--- src/rtl/i2c_txn_arbiter.sv ---
// rtl/i2c_txn_arbiter.sv - round-robin arbiter and transaction sequencer sharing one i2c_master
// Latches the granted requester's command, launches it, retries NACKs and enforces a watchdog.
module i2c_txn_arbiter #(
  parameter int N_REQ     = 4,
  parameter int TIMEOUT   = 1024,
  parameter int MAX_RETRY = 2
) (
  input  logic               clk,
  input  logic               rst,
  input  logic [N_REQ-1:0]   req,
  input  logic [7*N_REQ-1:0] req_slave_addr,
  input  logic [7*N_REQ-1:0] req_reg_addr,
  input  logic [N_REQ-1:0]   req_rw,
  input  logic [8*N_REQ-1:0] req_wdata,
  output logic [N_REQ-1:0]   gnt,
  output logic [N_REQ-1:0]   done,
  output logic [N_REQ-1:0]   err,
  output logic [7:0]         rdata,
  output logic               m_start,
  output logic [6:0]         m_slave_addr,
  output logic [6:0]         m_reg_addr,
  output logic               m_rw,
  output logic [7:0]         m_wdata,
  input  logic               m_busy,
  input  logic               m_done,
  input  logic               m_ack_err,
  input  logic [7:0]         m_rdata
);

  localparam int IW = $clog2(N_REQ);
  localparam int TW = $clog2(TIMEOUT);

  localparam logic [1:0] S_IDLE     = 2'd0;
  localparam logic [1:0] S_LAUNCH   = 2'd1;
  localparam logic [1:0] S_WAIT     = 2'd2;
  localparam logic [1:0] S_COMPLETE = 2'd3;

  logic [1:0]       state_q, state_d;
  logic [IW-1:0]    rr_q, rr_d, idx_q, idx_d;
  logic [2:0]       retry_q, retry_d;
  logic [TW-1:0]    timer_q, timer_d;
  logic [N_REQ-1:0] gnt_q, gnt_d, done_q, done_d, err_q, err_d;
  logic [7:0]       rdata_q, rdata_d;
  logic             m_start_q, m_start_d;
  logic [6:0]       sa_q, sa_d, ra_q, ra_d;
  logic             rw_q, rw_d;
  logic [7:0]       wd_q, wd_d;

  logic [6:0] sa_arr [N_REQ];
  logic [6:0] ra_arr [N_REQ];
  logic [7:0] wd_arr [N_REQ];

  for (genvar g = 0; g < N_REQ; g++) begin : g_unpack
    assign sa_arr[g] = req_slave_addr[7*g +: 7];
    assign ra_arr[g] = req_reg_addr[7*g +: 7];
    assign wd_arr[g] = req_wdata[8*g +: 8];
  end

  // Rotate req so bit 0 is the rr_ptr position; the lowest set bit is then the winner.
  logic [2*N_REQ-1:0] req2;
  logic [N_REQ-1:0]   rot;
  logic [IW-1:0]      off, pick;
  logic [IW:0]        sum;
  logic               found;

  assign req2 = {req, req} >> rr_q;
  assign rot  = req2[N_REQ-1:0];

  always_comb begin
    off   = '0;
    found = |rot;
    for (int i = N_REQ - 1; i >= 0; i--) begin
      if (rot[i]) off = IW'(i);
    end
    sum  = {1'b0, rr_q} + {1'b0, off};
    pick = (sum >= (IW+1)'(N_REQ)) ? IW'(sum - (IW+1)'(N_REQ)) : IW'(sum);
  end

  always_comb begin
    state_d   = state_q;
    rr_d      = rr_q;
    idx_d     = idx_q;
    retry_d   = retry_q;
    timer_d   = timer_q;
    gnt_d     = gnt_q;
    done_d    = '0;
    err_d     = '0;
    rdata_d   = rdata_q;
    m_start_d = 1'b0;
    sa_d      = sa_q;
    ra_d      = ra_q;
    rw_d      = rw_q;
    wd_d      = wd_q;
    case (state_q)
      S_IDLE: begin
        if (found) begin
          idx_d     = pick;
          sa_d      = sa_arr[pick];
          ra_d      = ra_arr[pick];
          rw_d      = req_rw[pick];
          wd_d      = wd_arr[pick];
          gnt_d     = N_REQ'(1) << pick;
          retry_d   = '0;
          timer_d   = '0;
          m_start_d = !m_busy;
          state_d   = S_LAUNCH;
        end
      end
      S_LAUNCH: begin
        // m_start is raised on entry when the master is free, so LAUNCH waits until it has been seen.
        timer_d = timer_q + TW'(1);
        if (m_start_q) state_d = S_WAIT;
        else if (!m_busy) m_start_d = 1'b1;
      end
      S_WAIT: begin
        timer_d = timer_q + TW'(1);
        if (m_done && !m_ack_err) begin
          rdata_d = rw_q ? 8'h00 : m_rdata;
          done_d  = N_REQ'(1) << idx_q;
          state_d = S_COMPLETE;
        end else if (m_done && (retry_q < 3'(MAX_RETRY))) begin
          retry_d   = retry_q + 3'd1;
          timer_d   = '0;
          m_start_d = !m_busy;
          state_d   = S_LAUNCH;
        end else if (m_done || (timer_q == TW'(TIMEOUT - 1))) begin
          rdata_d = 8'h00;
          done_d  = N_REQ'(1) << idx_q;
          err_d   = N_REQ'(1) << idx_q;
          state_d = S_COMPLETE;
        end
      end
      default: begin
        gnt_d   = '0;
        rr_d    = (idx_q == IW'(N_REQ - 1)) ? '0 : idx_q + IW'(1);
        state_d = S_IDLE;
      end
    endcase
  end

  always_ff @(posedge clk or posedge rst) begin
    if (rst) begin
      state_q   <= S_IDLE;
      rr_q      <= '0;
      idx_q     <= '0;
      retry_q   <= '0;
      timer_q   <= '0;
      gnt_q     <= '0;
      done_q    <= '0;
      err_q     <= '0;
      rdata_q   <= '0;
      m_start_q <= 1'b0;
      sa_q      <= '0;
      ra_q      <= '0;
      rw_q      <= 1'b0;
      wd_q      <= '0;
    end else begin
      state_q   <= state_d;
      rr_q      <= rr_d;
      idx_q     <= idx_d;
      retry_q   <= retry_d;
      timer_q   <= timer_d;
      gnt_q     <= gnt_d;
      done_q    <= done_d;
      err_q     <= err_d;
      rdata_q   <= rdata_d;
      m_start_q <= m_start_d;
      sa_q      <= sa_d;
      ra_q      <= ra_d;
      rw_q      <= rw_d;
      wd_q      <= wd_d;
    end
  end

  assign gnt          = gnt_q;
  assign done         = done_q;
  assign err          = err_q;
  assign rdata        = rdata_q;
  assign m_start      = m_start_q;
  assign m_slave_addr = sa_q;
  assign m_reg_addr   = ra_q;
  assign m_rw         = rw_q;
  assign m_wdata      = wd_q;

endmodule
--- config.mk ---
export PLATFORM = sky130hd
export DESIGN_NAME = i2c_txn_arbiter
export DESIGN_NICKNAME = d
export VERILOG_FILES = /design/src/rtl/i2c_txn_arbiter.sv
export SDC_FILE = /design/constraint.sdc
export NUM_CORES = 1
export LEC_CHECK = 0
export ABC_AREA = 1
export CORE_MARGIN = 3
export CORE_UTILIZATION = 45
export DETAILED_ROUTE_END_ITERATION = 7
export PLACE_DENSITY = 0.83
export RECOVER_POWER = 100
export SKIP_LAST_GASP = 1
export SLEW_MARGIN = 10
export SYNTH_ARGS = -nofsm -noshare
export SYNTH_HDL_FRONTEND = slang
export SYNTH_SLANG_ARGS = --single-unit
--- constraint.sdc ---
create_clock -name clk -period 3 [get_ports clk]
set_clock_uncertainty 0.2 [all_clocks]
set_input_delay 0.45 -clock clk [delete_from_list [all_inputs] [get_ports clk]]
set_output_delay 0.45 -clock clk [all_outputs]
set_load 0.01 [all_outputs]
==> results by group, run 1 <==
Status
  • Status: finished with violations
  • Failing checks: max-capacitance violations, max-slew violations

Power
  • Leakage dissipation: 2.89 nW
  • Peak VDD IR: between 0.8 and 0.9 mV
  • Overall power: 0.00616 W
  • Pwr/cell area: 1060 nW/µm²

STA
  • Min cycle time layout: 2.64 ns
  • Slew Viols, Final: 64
  • RSZ-0062 raised after global routing: false
  • Worst-margin pin slew: 1.53 ns
  • Achievable frequency: 0.379 GHz
  • Slew margin rel.: -2.30%
  • # setup viols final: 0
  • Final hold vios: 0
  • Final period util: 87.9%
  • TNS Setup: 0 ns

Setup path
  • Delay-heaviest family, CP: simple AND/OR/NAND/NOR gates
  • Setup crit start: rr_q[0]
  • CP max stage cell: dfrtp_1
  • R2R Path End: gnt[3]
  • WP data arrival: 2.70 ns
  • CP Capture Type: flip-flop
  • Reg2Reg Depth: 13
  • Buf+Inv Stages, Crit Path: 3
  • Most frequent CP cell: inv_1
  • Maximum net fanout on the critical path: 27
  • Crit Path Category: reg -> reg
  • CP startpoint kind: flip-flop
  • R2R Path Start: rr_q[0]
  • Crit-path cells: inv_1 > nand2_1 > nand3_1 > nand2_1 > nand3_1 > a21boi_0 > ha_1 > xor2_2 > inv_1 > nand3_4 > nand2_4 > inv_1 > o21ai_0
  • Crit path required time: ~3 ns
  • CP max stage delay: 0.45 ns
  • Worst reg-to-reg setup slack: 0.36 ns

Logic synthesis
  • FFs w/ async S/R, synth: 100%
  • Number of synthesized flops with an enable pin: 0
  • Compound-Gate Fraction of Synth Area: 5.70%
  • Synth Flop Type: dfrtp_1
  • Seq/Total Area, Yosys: 39.1%
  • Mapped Cells: roughly 500
  • Register bit total from synthesis: 63
  • Post-synth top area share: 39.1%
  • Synth top area cells: dfrtp_1, nand2_1, mux2i_1
  • Syn avg cell area: 8.04 µm²
  • Biggest area consumer among synthesized cells: dfrtp_1
  • Unique cell type count in the Yosys netlist: 37
  • Mapped Area: roughly 4000 µm²
  • Mapped Nets: a little over 600
  • Post-synthesis mux area share: 11.4%
  • Synth warn: 0
  • Adder-cell area share of the yosys netlist: 3.72%
  • Post-Synth Simple-Gate Area: between 30% and 40%
  • Xor/xnor share of the synthesized area: 1.27%
  • Main combinational cell family by area after synthesis: simple AND/OR/NAND/NOR gates

Route
  • Drt pass-1 iters: 4
  • Final routed DRC violation total: 0
  • Vias: 4,078
  • First DRT Iteration DRCs: approximately 180
  • Avg Vias per Cell: 5.36
  • Final ANT Viol Nets: 0
  • Routed length per instance: 15.5 µm
  • Routed WL: 11,800 µm

Clock network
  • Post-CTS Hold Fix Bufs: 0
  • Post-CTS Resized: 0
  • CTS Buf Count: 9
  • H-tree lvl count: 3
  • Clk pin slew, worst setup/hold paths: 0.07 ns
  • Max Root-Sink Buffers: 2
  • Clk_lat worst skew: 0.34 ns
  • Clock root buffer: clkbuf_8
  • Clk sink count: 63
  • CTS tree: built
  • # Post-CTS Setup Buffers: 0

Die
  • Initial Util: 47.7%
  • CORE AREA: 8460 µm²
  • Die area: 10,100 µm²
  • Die Width: slightly above 100 µm
  • I/O pin cnt: 153
  • Row Count: 33
  • Die height: ~100 µm

Place
  • GPL Wtd Cong: 0.878
  • Detailed Place HPWL: about 9000 µm
  • Port buffer count: 152

Final layout
  • Area growth syn-to-layout: 44.5%
  • Layout cells sized above 1: 6.86%
  • Commonest non-fill, non-tap cells in the layout: nand2_1, clkdlybuf4s50_1, nand3_1, dfrtp_1, mux2i_1
  • Antenna cells: 0
  • Fillers: 661
  • Final net count: around 770
  • Leading cell type in the layout, fill and taps excluded: nand2_1

Global route
  • Initial antenna violation count: 0
  • Largest net degree at the start of global routing: 64
  • Number of global-route vias before repair: between 4,000 and 5,000
  • Grt total ovfl: 0
  • GR Util All Layers: a little under a quarter
  • First-pass GRT wire length: 19,200 µm

Min path
  • Hold Path Depth: 2
  • Worst Hold Endpoint: m_wdata[0]
  • Hold path startpoint: m_wdata[0]
  • Worst hold path type: reg -> reg

Job
  • Max Cap Violations: 1
[stage by stage]
| step | cell area, µm² | hold slack [ns] | utilization, % | instances | setup slack (ns) |
|---|---|---|---|---|---|
| 5_1_grt | 5830 | 0.304 | 68.9 | 761 | 0.153 |
| 3_5_place_dp | 5650 | 0.265 | 66.8 | 745 | 0.108 |
| 3_3_place_gp | 5650 | 0.263 | 66.8 | 745 | 0.185 |
| 2_1_floorplan | 4040 | 0.271 | - | 502 | 0.521 |
| 6_report | 5830 | 0.283 | 68.9 | 761 | 0.364 |
| 4_1_cts | 5900 | 0.288 | 69.7 | 761 | 0.413 |
[cells in the mapped netlist (2+ instances only)]
cell	instances
buf_2	6
buf_4	5
nand2_1	149
clkbuf_1	7
inv_1	28
inv_2	5
nor3_1	3
nand3_2	2
nand3_1	83
nand2_2	12
mux2i_1	46
buf_1	2
o2111ai_1	2
nor2_1	18
nor2_4	4
o21ai_0	19
dfrtp_1	63
nand2_4	2
xor2_1	3
o211ai_1	5
ha_1	12
or2_2	2
buf_6	4
o21ai_1	7
[cell families after synthesis]
logic type	count (synthesis)
AND/OR/NAND/NOR	279
flip-flops	63
buffers and inverters	58
multiplexers	46
AO/OA/AOI/OAI	39
adder cells (fa/ha/maj)	12
XOR/XNOR	5
[where the power goes]
part           switching [W]  leakage [nW]  internal, W
Sequential          0.000202         0.819      0.00115
Clock               0.000345         0.116     0.000575
Combinational        0.00223          1.96      0.00165
[registers in the layout (all words and copies together), names as in the netlist]
signal,count
timer_q,10
m_wdata,8
rdata,8
m_reg_addr,7
m_slave_addr,7
done,4
err,4
gnt,4
retry_q,3
idx_q,2
rr_q,2
state_q,2
m_rw,1
m_start,1
[worst max path at each step]
stage                      end  slack (ns)  cells after the start
4_1_cts        m_slave_addr[0]        0.41                     14
2_1_floorplan    m_reg_addr[0]        0.52                     14
3_5_place_dp        m_wdata[5]        0.11                     14
3_3_place_gp        m_wdata[5]        0.19                     14
6_report                gnt[3]        0.36                     13
5_1_grt        m_slave_addr[4]        0.15                     14
[layer usage]
metal	vias to the layer above	GRT usage [%]	wire length, µm
li1	1962	-	-
met1	1946	29.0	4650
met2	156	41.6	6140
met3	14	5.61	877
met4	0	8.29	149
met5	-	0	0
[cell type report]
class,instances,area (µm²),share of cell area (%)
flip-flops and latches,63,1580,27.0
repair buffers,163,1640,28.0
inverters,33,124,2.12
clock inverters,5,105,1.80
multi-input cells,381,2120,36.3
well taps,105,131,2.25
clock buffers,11,141,2.42
[tightest hold or removal path: stages, from the launching register on]
cell and delay, ns:
dfrtp_1 0.35, nand2_1 0.06, nand2_1 0.05
(Power assumes the default switching activity.)
==> run 2: changes to the inputs <==
- CORE_UTILIZATION: 45 -> 46
- CTS_BUF_LIST: default -> sky130_fd_sc_hd__clkbuf_4
- PLACE_DENSITY: 0.83 -> 0.84
==> results by group, run 2 (same netlist as run 1, synthesis figures left out) <==
Status
  • Status: complete, no violations

Route
  • Final ANT Viol Nets: 0 (unchanged)
  • Routed WL: 11,200 µm (-5.6%)
  • Final routed DRC violation total: 0 (unchanged)
  • First DRT Iteration DRCs: 188 (+2.2%)
  • Drt pass-1 iters: 5 (+1)
  • Avg Vias per Cell: 5.26 (-1.9%)
  • Routed length per instance: 14.6 µm (-5.9%)
  • Vias: 4,017 (-1.5%)

Power
  • Leakage dissipation: 2.86 nW (-0.96%)
  • Peak VDD IR: 0.662 mV (-19%)
  • Pwr/cell area: 1010 nW/µm² (-3.9%)

Final layout
  • Commonest non-fill, non-tap cells in the layout: nand2_1, clkdlybuf4s50_1, nand3_1, dfrtp_1, mux2i_1
  • Final net count: 775 (+0.39%)
  • Layout cells sized above 1: 8.50% (+1.6 points)
  • Leading cell type in the layout, fill and taps excluded: nand2_1
  • Area growth syn-to-layout: 42.7%
  • Cell Count, Final, Fillers Out: 764 (+0.39%)
  • Post-layout instance area: 5760 µm² (-1.3%)
  • Biggest register: timer_q
  • Antenna cells: 0 (unchanged)
  • Fillers: 667 (+0.91%)
  • Largest register FFs: 10 (unchanged)

Die
  • Die area: 9940 µm² (-2.0%)
  • Die height: 99.7 µm (-1.0%)
  • Die Width: 99.7 µm (-1.0%)
  • Row Count: 33 (unchanged)
  • CORE AREA: 8380 µm² (-0.98%)
  • Initial Util: 48.2% (+0.47 points)
  • I/O pin cnt: 153 (unchanged)

Clock network
  • CTS Buf Count: 9 (unchanged)
  • Clk_lat worst skew: 0.40 ns (+0.06 ns)
  • Clock root buffer: clkbuf_4
  • # Post-CTS Setup Buffers: 0 (unchanged)
  • Post-CTS Resized: 0 (unchanged)
  • CTS tree: built
  • Clk sink count: 63 (unchanged)
  • H-tree lvl count: 3 (unchanged)
  • Post-CTS Hold Fix Bufs: 0 (unchanged)
  • Max Root-Sink Buffers: 2 (unchanged)
  • Clk pin slew, worst setup/hold paths: 0.12 ns (+0.05 ns)

STA
  • Slew Viols, Final: 0 (-100%)
  • Post-route setup slack: 0.397 ns (+0.0335 ns)
  • Final period util: 86.8% (-1.1 points)
  • # setup viols final: 0 (unchanged)
  • TNS Setup: 0 ns (unchanged)
  • Slew margin rel.: 30.7% (+33 points)
  • Min cycle time layout: 2.60 ns (-0.0335 ns)
  • Achievable frequency: 0.384 GHz (+1.3%)
  • RSZ-0062 raised after global routing: false
  • Final hold vios: 0 (unchanged)
  • Minimum hold slack: 0.291 ns (+0.00800 ns)
  • Worst-margin pin slew: 1.04 ns (-0.495 ns)

Global route
  • Largest net degree at the start of global routing: 28 (-56%)
  • First-pass GRT wire length: 18,800 µm (-2.3%)
  • GR Util All Layers: 23.3% (-0.67 points)
  • Grt total ovfl: 0 (unchanged)
  • Initial antenna violation count: 0 (unchanged)
  • Number of global-route vias before repair: 4,073 (-1.2%)

Setup path
  • Crit path required time: 3.10 ns (+0.04 ns)
  • WP data arrival: 2.70 ns (about the same)
  • CP Capture Type: flip-flop
  • Crit Path Category: reg -> reg
  • Maximum net fanout on the critical path: 23 (-15%)
  • Worst reg-to-reg setup slack: 0.40 ns (+0.03 ns)
  • CP startpoint kind: flip-flop
  • Reg2Reg Depth: 10 (-3)

Place
  • Placed cell area: 5660 µm² (+0.18%)
  • Setup WS pre-CTS: 0.192 ns (+0.0836 ns)
  • GPL Wtd Cong: 0.897 (+2.1%)
  • Placed insts: 748 (+0.40%)
  • Port buffer count: 152 (unchanged)
  • Detailed Place HPWL: 8720 µm (-3.1%)

Min path
  • Worst hold path type: reg -> reg
  • Hold Path Depth: 2 (unchanged)

Job
  • Max Cap Violations: 0 (-1)
==> run 2: final timing paths <==
kind	from	end
setup / recovery	rr_q[0]	m_wdata[7]
hold / removal	m_wdata[2]	m_wdata[2]
setup reg to reg	rr_q[0]	m_wdata[7]
hold reg to reg	m_wdata[2]	m_wdata[2]
max in group asynchronous	rst	m_reg_addr[2]
min in group asynchronous	rst	rdata[0]
==> run 2: stage by stage <==
stage,power (W),utilization [%]
finish,0.00584,68.7
detailed placement,0.00544,67.5
floorplan,0.00418,-
CTS,0.00604,69.2
global placement,0.00532,67.5
global route,0.00632,68.7
==> run 2: worst max-delay path, cell delays in order, from the launching register on <==
cell and delay, ns:
dfrtp_1 0.46, inv_1 0.17, nand2_1 0.09, nand3_1 0.10
nand2_1 0.10, nand2_4 0.11, nor2_4 0.06, nor2_2 0.59
inv_2 0.38, nand2_1 0.16, nand2_1 0.07
==> run 2: layer usage <==
layer	vias up	GRT usage, %	wire length (µm)
met5	-	0	0
met4	0	7.46	148
met3	14	6.17	829
met2	160	39.6	5760
met1	1875	28.7	4420
li1	1968	-	-
==> run 2: where the power goes <==
part	total, W	internal, W	switching, W
Sequential	0.00135	0.00115	0.000197
Clock	0.000580	0.000253	0.000327
Combinational	0.00392	0.00168	0.00224
Total	0.00584	0.00308	0.00276
==> run 2: cell type report <==
class / instances / area, µm² / area share (%)
timing repair buffer: 166 / 1650 / 28.6
multi-input combinational: 381 / 2140 / 37.2
tap: 105 / 131 / 2.28
sequential: 63 / 1580 / 27.4
clock inverter: 7 / 71.3 / 1.24
clock buffer: 9 / 67.6 / 1.17
inverter: 33 / 124 / 2.15
==> run 3: changes to the inputs <==
- SLEW_MARGIN: 10 -> 5
==> results of run 3 <==
Same layout as run 2: the final DEF is identical, and so are final timing and power.
